`config.mk`:
```
export PLATFORM = sky130hd
export DESIGN_NAME = alu_serial
export DESIGN_NICKNAME = d
export VERILOG_FILES = /design/src/rtl/alu_serial.sv
export SDC_FILE = /design/constraint.sdc
export NUM_CORES = 1
export LEC_CHECK = 0
export ABC_CLOCK_PERIOD_IN_PS = 3800
export CAP_MARGIN = 20
export CELL_PAD_IN_SITES_DETAIL_PLACEMENT = 0
export CELL_PAD_IN_SITES_GLOBAL_PLACEMENT = 1
export CORE_MARGIN = 8
export CORE_UTILIZATION = 44
export CTS_BUF_LIST = sky130_fd_sc_hd__clkbuf_2
export CTS_CLUSTER_SIZE = 25
export DETAILED_ROUTE_END_ITERATION = 6
export MAX_ROUTING_LAYER = met4
export PLACE_DENSITY = 0.89
export SETUP_SLACK_MARGIN = 0.1
export SYNTH_ARGS = -nofsm -noshare
export SYNTH_HDL_FRONTEND = slang
export SYNTH_SLANG_ARGS = --single-unit
export TNS_END_PERCENT = 30
```
`constraint.sdc`:
```
create_clock -name clk_i -period 3.8 [get_ports clk_i]
set_input_delay 1.14 -clock clk_i [delete_from_list [all_inputs] [get_ports clk_i]]
set_output_delay 1.14 -clock clk_i [all_outputs]
set_load 0.01 [all_outputs]
```
`src/rtl/alu_serial.sv`:
```
// Bit-serial 32-bit ALU: AND/OR/ADD/SUB/SLT/NOR, LSB first.
// Define ALU_SERIAL_2BIT_EN to process two bits per cycle.
module alu_serial (
  input  logic        clk_i,
  input  logic        rst_i,
  input  logic        start_i,
  input  logic [31:0] src1_i,
  input  logic [31:0] src2_i,
  input  logic [3:0]  ALU_control_i,
  output logic        ready_o,
  output logic        done_o,
  output logic [31:0] result_o,
  output logic        zero_o,
  output logic        cout_o,
  output logic        overflow_o
);

`ifdef ALU_SERIAL_2BIT_EN
  localparam int STEP = 2;
`else
  localparam int STEP = 1;
`endif
  localparam int NSTEP = 32 / STEP;
  localparam int CW = $clog2(NSTEP);
  localparam logic [CW-1:0] LAST = CW'(NSTEP - 1);

  localparam logic [3:0] OP_AND = 4'b0000;
  localparam logic [3:0] OP_OR  = 4'b0001;
  localparam logic [3:0] OP_ADD = 4'b0010;
  localparam logic [3:0] OP_SUB = 4'b0110;
  localparam logic [3:0] OP_SLT = 4'b0111;
  localparam logic [3:0] OP_NOR = 4'b1100;

  typedef enum logic [1:0] {IDLE, RUN, DONE} state_e;

  state_e        state_q, state_d;
  logic [31:0]   a_q, a_d;
  logic [31:0]   b_q, b_d;
  logic [31:0]   acc_q, acc_d;
  logic [3:0]    op_q, op_d;
  logic [CW-1:0] cnt_q, cnt_d;
  logic          carry_q, carry_d;
  logic [31:0]   res_q, res_d;
  logic          zero_q, zero_d;
  logic          cout_q, cout_d;
  logic          ovf_q, ovf_d;

  logic            ainv, binv;
  logic [1:0]      bop;
  logic [STEP-1:0] pa, pb, bits;
  logic [STEP:0]   c;
  logic [31:0]     acc_nx;
  logic            ovf_nx;

  // One datapath slice per processed bit; carry ripples through the slice.
  always_comb begin
    ainv = op_q[3];
    binv = op_q[2];
    bop  = op_q[1:0];
    pa   = '0;
    pb   = '0;
    bits = '0;
    c    = '0;
    c[0] = (cnt_q == '0) ? binv : carry_q;
    for (int i = 0; i < STEP; i++) begin
      pa[i]  = a_q[i] ^ ainv;
      pb[i]  = b_q[i] ^ binv;
      c[i+1] = (pa[i] & pb[i]) | (c[i] & (pa[i] ^ pb[i]));
      unique case (bop)
        2'b00:   bits[i] = pa[i] & pb[i];
        2'b01:   bits[i] = pa[i] | pb[i];
        default: bits[i] = pa[i] ^ pb[i] ^ c[i];
      endcase
    end
    acc_nx = {bits, acc_q[31:STEP]};
    ovf_nx = c[STEP-1] ^ c[STEP];
  end

  always_comb begin
    state_d = state_q;
    a_d     = a_q;
    b_d     = b_q;
    acc_d   = acc_q;
    op_d    = op_q;
    cnt_d   = cnt_q;
    carry_d = carry_q;
    res_d   = res_q;
    zero_d  = zero_q;
    cout_d  = cout_q;
    ovf_d   = ovf_q;
    unique case (state_q)
      IDLE: begin
        if (start_i) begin
          a_d     = src1_i;
          b_d     = src2_i;
          op_d    = ALU_control_i;
          acc_d   = '0;
          cnt_d   = '0;
          carry_d = 1'b0;
          state_d = RUN;
        end
      end
      RUN: begin
        a_d     = a_q >> STEP;
        b_d     = b_q >> STEP;
        acc_d   = acc_nx;
        carry_d = c[STEP];
        cnt_d   = cnt_q + CW'(1);
        // Final slice holds bit 31: results land as DONE begins.
        if (cnt_q == LAST) begin
          state_d = DONE;
          cout_d  = 1'b0;
          ovf_d   = 1'b0;
          unique case (op_q)
            OP_AND, OP_OR, OP_NOR: res_d = acc_nx;
            OP_ADD, OP_SUB: begin
              res_d  = acc_nx;
              cout_d = c[STEP];
              ovf_d  = ovf_nx;
            end
            OP_SLT:  res_d = {31'b0, acc_nx[31] ^ ovf_nx};
            default: res_d = '0;
          endcase
          zero_d = (res_d == '0);
        end
      end
      DONE:    state_d = IDLE;
      default: state_d = IDLE;
    endcase
  end

  always_ff @(posedge clk_i) begin
    if (!rst_i) begin
      state_q <= IDLE;
      a_q     <= '0;
      b_q     <= '0;
      acc_q   <= '0;
      op_q    <= '0;
      cnt_q   <= '0;
      carry_q <= 1'b0;
      res_q   <= '0;
      zero_q  <= 1'b0;
      cout_q  <= 1'b0;
      ovf_q   <= 1'b0;
    end else begin
      state_q <= state_d;
      a_q     <= a_d;
      b_q     <= b_d;
      acc_q   <= acc_d;
      op_q    <= op_d;
      cnt_q   <= cnt_d;
      carry_q <= carry_d;
      res_q   <= res_d;
      zero_q  <= zero_d;
      cout_q  <= cout_d;
      ovf_q   <= ovf_d;
    end
  end

  assign ready_o    = (state_q == IDLE);
  assign done_o     = (state_q == DONE);
  assign result_o   = res_q;
  assign zero_o     = zero_q;
  assign cout_o     = cout_q;
  assign overflow_o = ovf_q;

endmodule

```
==> flow_metrics.py, run 1 <==
metrics = {
    "outcome": {
        "status": "finished clean",
    },
    "power_and_ir_drop": {
        "p_per_area_nw_per_um2": 391,
        "p_leak_uw": 0.00328,
        "irDropWorstVdd_v": 0.000402,
        "power_uw": 2980,
    },
    "setup_path": {
        "startpoint_type": "register",
        "r2r_slack_ps": 1350,
        "rr_startpoint": "cnt_q[0]",
        "reg2reg_to": "zero_o",
        "crit_fanout": 5,
        "endpoint": "ready_o",
        "required_ps": 2660,
        "worstSetupPathType": "reg -> out",
        "r2r_cells": 8,
        "worstPathArrival_ps": 1960,
        "critPathLaunch": "state_q[1]",
        "crit_path_end_kind": "primary output",
    },
    "logic_synthesis": {
        "ys_seq_area_share_pct": 46.1,
        "syn_area_per_cell_sq_um": 8.30,
        "syn_nets": 820,
        "synth_area_sq_um": 6170,
        "syn-instance-count": 743,
        "synthDistinctLibCells": 37,
        "yosys_warnings": 0,
        "ys_ff_latch": 142,
    },
    "timing": {
        "rsz0062_at_grt": "false",
        "max_slew_margin_pct": 41.4,
        "worst_pin_slew_ps": 878,
        "skew_ps": 23.4,
        "setup_violations": 0,
        "report.final.slew_viol_count": 0,
        "finalSetupTns_ps": 0,
        "timing.fmax_mhz": 322,
        "hold_viol_final": 0,
        "period_needed_ps": 3100,
        "timing.final.crit_share_pct": 81.7,
    },
    "cells_and_area": {
        "final_cell_mix": "202 x nand2_1, 142 x dfxtp_1, 130 x nand3_1, 106 x clkdlybuf4s50_1, 65 x a21boi_0",
        "antenna_cells": 0,
        "layout_commonest_cell": "nand2_1",
        "syn_to_final_growth_pct": 23.3,
        "drive_gt1_share_pct": 5.70,
        "final_nets": 890,
    },
    "grt": {
        "antenna_found_initial": 0,
        "grt_pass1_vias": 5350,
        "grt_max_degree": 109,
        "groute.usage.overall_pct": 16.5,
        "grt_overflow_total": 0,
        "grt_pass1_wl_microns": 24100,
    },
    "route": {
        "initialDrtViolationCount": 413,
        "route.vias.total": 5414,
        "wl_per_cell_microns": 14.4,
        "ant_nets": 0,
        "first_pass_iters": 5,
        "post-route-drc-count": 0,
        "drt_wl_total_microns": 14400,
        "vias_per_cell": 5.39,
    },
    "cts": {
        "numCtsBuffers": 17,
        "root_buffer": "clkbuf_2",
        "postCtsSetupBuffers": 0,
        "clkTransAtPathRegs_ps": 180,
        "htreeDepth": 4,
        "cts_resized": 0,
        "cts_tree": "built",
        "insertion_delay_ps": 690,
        "cts_buffer_depth": 2,
        "hold_buffers": 0,
        "cts_sinks": 142,
    },
    "die": {
        "die-area_sq_um": 18100,
        "chipHeight_microns": 134,
        "std_cell_rows": 43,
        "start_util_pct": 44.8,
        "core_sq_um": 13800,
        "die_w_microns": 134,
        "ios": 108,
    },
    "placed_design": {
        "post-dp-hpwl_microns": 9520,
        "routabilityCongestion": 0.788,
        "port_buffers": 107,
    },
    "job": {
        "drv_cap": 0,
    },
    "hold_path": {
        "hp-class": "reg -> reg",
    },
}
[synthesized netlist by cell type]
library cell / n / area (sq um)
nand2_1: 203 / 762
nand2b_1: 1 / 6.26
buf_2: 15 / 75.1
nor3_1: 2 / 10.0
nand4_1: 2 / 12.5
o21ai_0: 6 / 30.0
xor2_1: 2 / 17.5
and3_2: 1 / 7.51
buf_4: 1 / 7.51
and2_1: 4 / 25.0
o31ai_1: 2 / 15.0
a21boi_0: 65 / 488
nand3_1: 130 / 651
and4b_1: 1 / 10.0
a21boi_1: 5 / 37.5
nor3b_2: 1 / 12.5
or3b_2: 1 / 8.76
fa_1: 1 / 20.0
and4_1: 1 / 8.76
a211oi_1: 1 / 7.51
buf_1: 7 / 26.3
a31o_2: 1 / 8.76
nor4b_2: 1 / 15.0
xnor2_1: 1 / 8.76
dfxtp_1: 142 / 2840
o211a_1: 62 / 621
a21oi_1: 6 / 30.0
and3_1: 2 / 12.5
clkbuf_1: 42 / 158
nor4_1: 7 / 43.8
a31o_1: 1 / 8.76
inv_1: 5 / 18.8
nor2b_1: 6 / 37.5
mux2i_1: 3 / 30.0
nor2_1: 6 / 22.5
ha_1: 5 / 62.6
o21a_1: 1 / 7.51
[area by class of cell]
class / count / area, sq um
Clock inverter: 13 / 171
Sequential cell: 142 / 2840
Multi-Input combinational cell: 531 / 3060
Clock buffer: 18 / 90.1
Inverter: 5 / 18.8
Tap cell: 180 / 225
Timing Repair Buffer: 116 / 1190
Fill cell: 1304 / 6170
[how the worst min path moves through the flow]
stage | startpoint | to | slack, ps | depth (start not counted)
6_report | result_o[7] | result_o[7] | 470 | 2
5_1_grt | result_o[7] | result_o[7] | 490 | 2
4_1_cts | result_o[7] | result_o[7] | 470 | 2
3_5_place_dp | result_o[7] | result_o[7] | 450 | 2
3_3_place_gp | result_o[31] | result_o[31] | 440 | 2
2_1_floorplan | cnt_q[3] | cnt_q[3] | 450 | 1
[per-layer routing]
layer  wire (microns)  GRT usage, %  vias to the layer above
met5                0             -                        -
met4              142          4.43                        0
li1                 -             -                     2707
met2             7120          28.1                      134
met3              735          4.71                       16
met1             6430          18.4                     2557
[critical path, stage by stage, from the launching register on]
cell             delay [ps]
dfxtp_1                 440
nor2_1                  260
clkdlybuf4s50_1         590
[per-stage QoR]
stage | util (%) | setup slack (ps) | instances | area (sq um) | hold slack [ps]
detailed placement | 53.1 | 813 | 973 | 7310 | 450
floorplan | - | 1640 | 743 | 6170 | 449
global route | 55.2 | 522 | 1005 | 7600 | 492
CTS | 55.0 | 606 | 1004 | 7580 | 470
global placement | 53.1 | 931 | 973 | 7310 | 437
finish | 55.2 | 697 | 1005 | 7600 | 467
[state kept, by name, indices dropped and copies added, names as in the netlist]
signal      count
carry_q         1
cout_o          1
a_q            32
cnt_q           5
op_q            4
acc_q          31
result_o       32
zero_o          1
overflow_o      1
state_q         2
b_q            32
[logic make-up after synthesis]
group / share of synthesized area [%]
and+or+nand+nor: 26.7
buffers and inverters: 4.63
DFF: 46.1
muxes: 0.487
AOI/OAI and AO/OA: 20.3
adders and majority gates: 1.34
xor gates and xnor gates: 0.426
[power by group]
group | switching [uW] | internal, uW | leakage, uW
Combinational | 221 | 201 | 0.00197
Clock | 523 | 424 | 0.000155
Sequential | 44.3 | 1560 | 0.00116
Total | 789 | 2190 | 0.00328
(Power assumes the default switching activity.)
==> run 2, diff against run 1 <==
--- a/config.mk
+++ b/config.mk
@@ -5,17 +5,17 @@
 export SDC_FILE = /design/constraint.sdc
 export NUM_CORES = 1
 export LEC_CHECK = 0
-export ABC_CLOCK_PERIOD_IN_PS = 3800
+export ABC_CLOCK_PERIOD_IN_PS = 2800
 export CAP_MARGIN = 20
 export CELL_PAD_IN_SITES_DETAIL_PLACEMENT = 0
 export CELL_PAD_IN_SITES_GLOBAL_PLACEMENT = 1
 export CORE_MARGIN = 8
-export CORE_UTILIZATION = 44
+export CORE_UTILIZATION = 37
 export CTS_BUF_LIST = sky130_fd_sc_hd__clkbuf_2
 export CTS_CLUSTER_SIZE = 25
 export DETAILED_ROUTE_END_ITERATION = 6
 export MAX_ROUTING_LAYER = met4
-export PLACE_DENSITY = 0.89
+export PLACE_DENSITY = 0.8
 export SETUP_SLACK_MARGIN = 0.1
 export SYNTH_ARGS = -nofsm -noshare
 export SYNTH_HDL_FRONTEND = slang
==> constraint.sdc (replaced) <==
create_clock -name clk_i -period 2.8 [get_ports clk_i]
set_input_delay 0.84 -clock clk_i [delete_from_list [all_inputs] [get_ports clk_i]]
set_output_delay 0.84 -clock clk_i [all_outputs]
set_load 0.01 [all_outputs]
==> flow_metrics.py, run 2 (same netlist as run 1, synthesis figures left out) <==
metrics = {
    "outcome": {
        "status": "finished clean",
    },
    "power_and_ir_drop": {
        "p_per_area_nw_per_um2": 505,
        "irDropWorstVdd_v": 0.000233,
        "p_leak_uw": 0.00331,
        "power_uw": 3860,
    },
    "cts": {
        "cts_tree": "built",
        "root_buffer": "clkbuf_2",
        "insertion_delay_ps": 660,
        "htreeDepth": 4,
        "clkTransAtPathRegs_ps": 200,
        "hold_buffers": 0,
        "numCtsBuffers": 17,
        "cts_buffer_depth": 2,
        "cts_sinks": 142,
    },
    "route": {
        "post-route-drc-count": 0,
        "vias_per_cell": 5.10,
        "route.vias.total": 5360,
        "wl_per_cell_microns": 14.5,
        "first_pass_iters": 4,
        "initialDrtViolationCount": 272,
        "ant_nets": 0,
        "drt_wl_total_microns": 15200,
    },
    "timing": {
        "timing.final.crit_share_pct": 89.8,
        "timing.fmax_mhz": 398,
        "worst_pin_slew_ps": 679,
        "hold_viol_final": 0,
        "skew_ps": 26.9,
        "period_needed_ps": 2520,
        "report.final.slew_viol_count": 0,
        "max_slew_margin_pct": 54.8,
        "rsz0062_at_grt": "false",
        "setup_violations": 0,
        "finalSetupTns_ps": 0,
    },
    "setup_path": {
        "cp_cell_sequence": "buf_4, nor2_2, dlygate4sd2_1",
        "worstSetupPathType": "reg -> out",
        "slowest_delay_ps": 400,
        "required_ps": 1960,
        "startpoint_type": "register",
        "r2r_slack_ps": 370,
        "rr_startpoint": "cnt_q[1]",
        "crit_path_end_kind": "primary output",
        "r2r_cells": 8,
        "crit_fanout": 4,
        "crit_slowest_cell": "dfxtp_4",
        "worstPathArrival_ps": 1680,
        "reg2reg_to": "zero_o",
    },
    "cells_and_area": {
        "drive_gt1_share_pct": 6.39,
        "final_cell_mix": "202 x nand2_1, 140 x dfxtp_1, 130 x nand3_1, 104 x clkdlybuf4s50_1, 65 x a21boi_0",
        "syn_to_final_growth_pct": 24.0,
        "layoutNonFillerInstCount": 1050,
        "final_nets": 895,
        "antenna_cells": 0,
        "finalInstanceArea_sq_um": 7650,
        "layout_commonest_cell": "nand2_1",
        "final_core_util_pct": 46.5,
    },
    "grt": {
        "use_met1_pct": 17.6,
        "grt_use_met3_pct": 4.42,
        "antenna_found_initial": 0,
        "grtUsageMet2_pct": 24.4,
        "top_usage_layer": "met2",
        "groute.usage.overall_pct": 14.9,
        "grt_pass1_vias": 5382,
        "grt_overflow_total": 0,
        "grt_max_degree": 80,
        "grt_pass1_wl_microns": 25800,
    },
    "hold_path": {
        "hold_path_depth": 2,
        "holdPathEnd": "result_o[31]",
        "hp-class": "reg -> reg",
        "min_from": "result_o[31]",
    },
    "placed_design": {
        "placed_cell_area_sq_um": 7430,
        "routabilityCongestion": 0.799,
        "place_inst": 1018,
        "post-dp-hpwl_microns": 10200,
        "port_buffers": 107,
    },
    "die": {
        "std_cell_rows": 47,
        "die_w_microns": 145,
        "start_util_pct": 37.4,
        "chipHeight_microns": 145,
        "core_sq_um": 16500,
        "ios": 108,
        "die-area_sq_um": 21100,
    },
    "job": {
        "drv_cap": 0,
    },
}
==> run 2: changes by cell type in the layout (fill, tap and decap cells not counted), moves of 2 or more <==
| cell | before | now |
|---|---|---|
| buf_4 | 6 | 10 |
| clkbuf_2 | 18 | 22 |
| clkinv_2 | 4 | 1 |
| buf_12 | 3 | 5 |
| bufinv_16 | 4 | 2 |
| clkdlybuf4s50_1 | 106 | 104 |
| clkinv_1 | 2 | 4 |
| dfxtp_1 | 142 | 140 |
==> run 2: stage by stage <==
stage	hold WS [ps]	setup slack [ps]
after CTS	466	89.7
after detailed placement	443	390
after floorplan	449	695
after global routing	481	107
after global placement	438	432
final	462	284
==> run 2: power breakdown <==
group          leakage, uW  switching, uW  internal (uW)
clock network     0.000130            695            408
logic              0.00202            306            275
registers          0.00116           59.0           2120
==> run 2: per-layer routing <==
metal	wire length, microns	up-vias	share of wire (%)
met5	0	-	0
met4	112	0	0.74
met3	564	9	3.7
met2	7560	96	50
met1	6990	2542	46
li1	-	2713	-
==> run 2: worst max path at each step <==
stage	start	endpoint	slack, ps	depth (start not counted)
2_1_floorplan	cnt_q[0]	zero_o	690	8
3_3_place_gp	cnt_q[0]	zero_o	430	8
3_5_place_dp	start_i	a_q[12]	390	6
4_1_cts	state_q[1]	done_o	90	2
5_1_grt	state_q[1]	ready_o	110	3
6_report	state_q[1]	ready_o	280	3
==> run 2: timing repair <==
action                     in CTS  in global routing
gates resized for setup         4                  2
setup buffers                   0                  1
setup endpoints to repair       2                  1
gates cloned                    0                  0
==> run 2: final cells by class <==
class                   count  area (sq um)
flip-flops and latches    142          2850
fillers                  1615          8820
multi-input cells         531          3060
well taps                 220           275
inverters                   5          18.8
clock inverters             9          95.1
clock buffers              22           110
repair buffers            121          1240
==> run 2: worst max-delay path: cells and delay by family (launching register included) <==
family | cells | cell delay, ps
buf+inv | 2 | 450
flops | 1 | 400
simple gates | 1 | 170
==> run 3, diff against run 2 <==
--- a/config.mk
+++ b/config.mk
@@ -14,6 +14,7 @@
 export CTS_BUF_LIST = sky130_fd_sc_hd__clkbuf_2
 export CTS_CLUSTER_SIZE = 25
 export DETAILED_ROUTE_END_ITERATION = 6
+export HOLD_SLACK_MARGIN = 0.06
 export MAX_ROUTING_LAYER = met4
 export PLACE_DENSITY = 0.8
 export SETUP_SLACK_MARGIN = 0.1
==> results of run 3 <==
Final layout, timing and power as in run 2 (identical DEF).
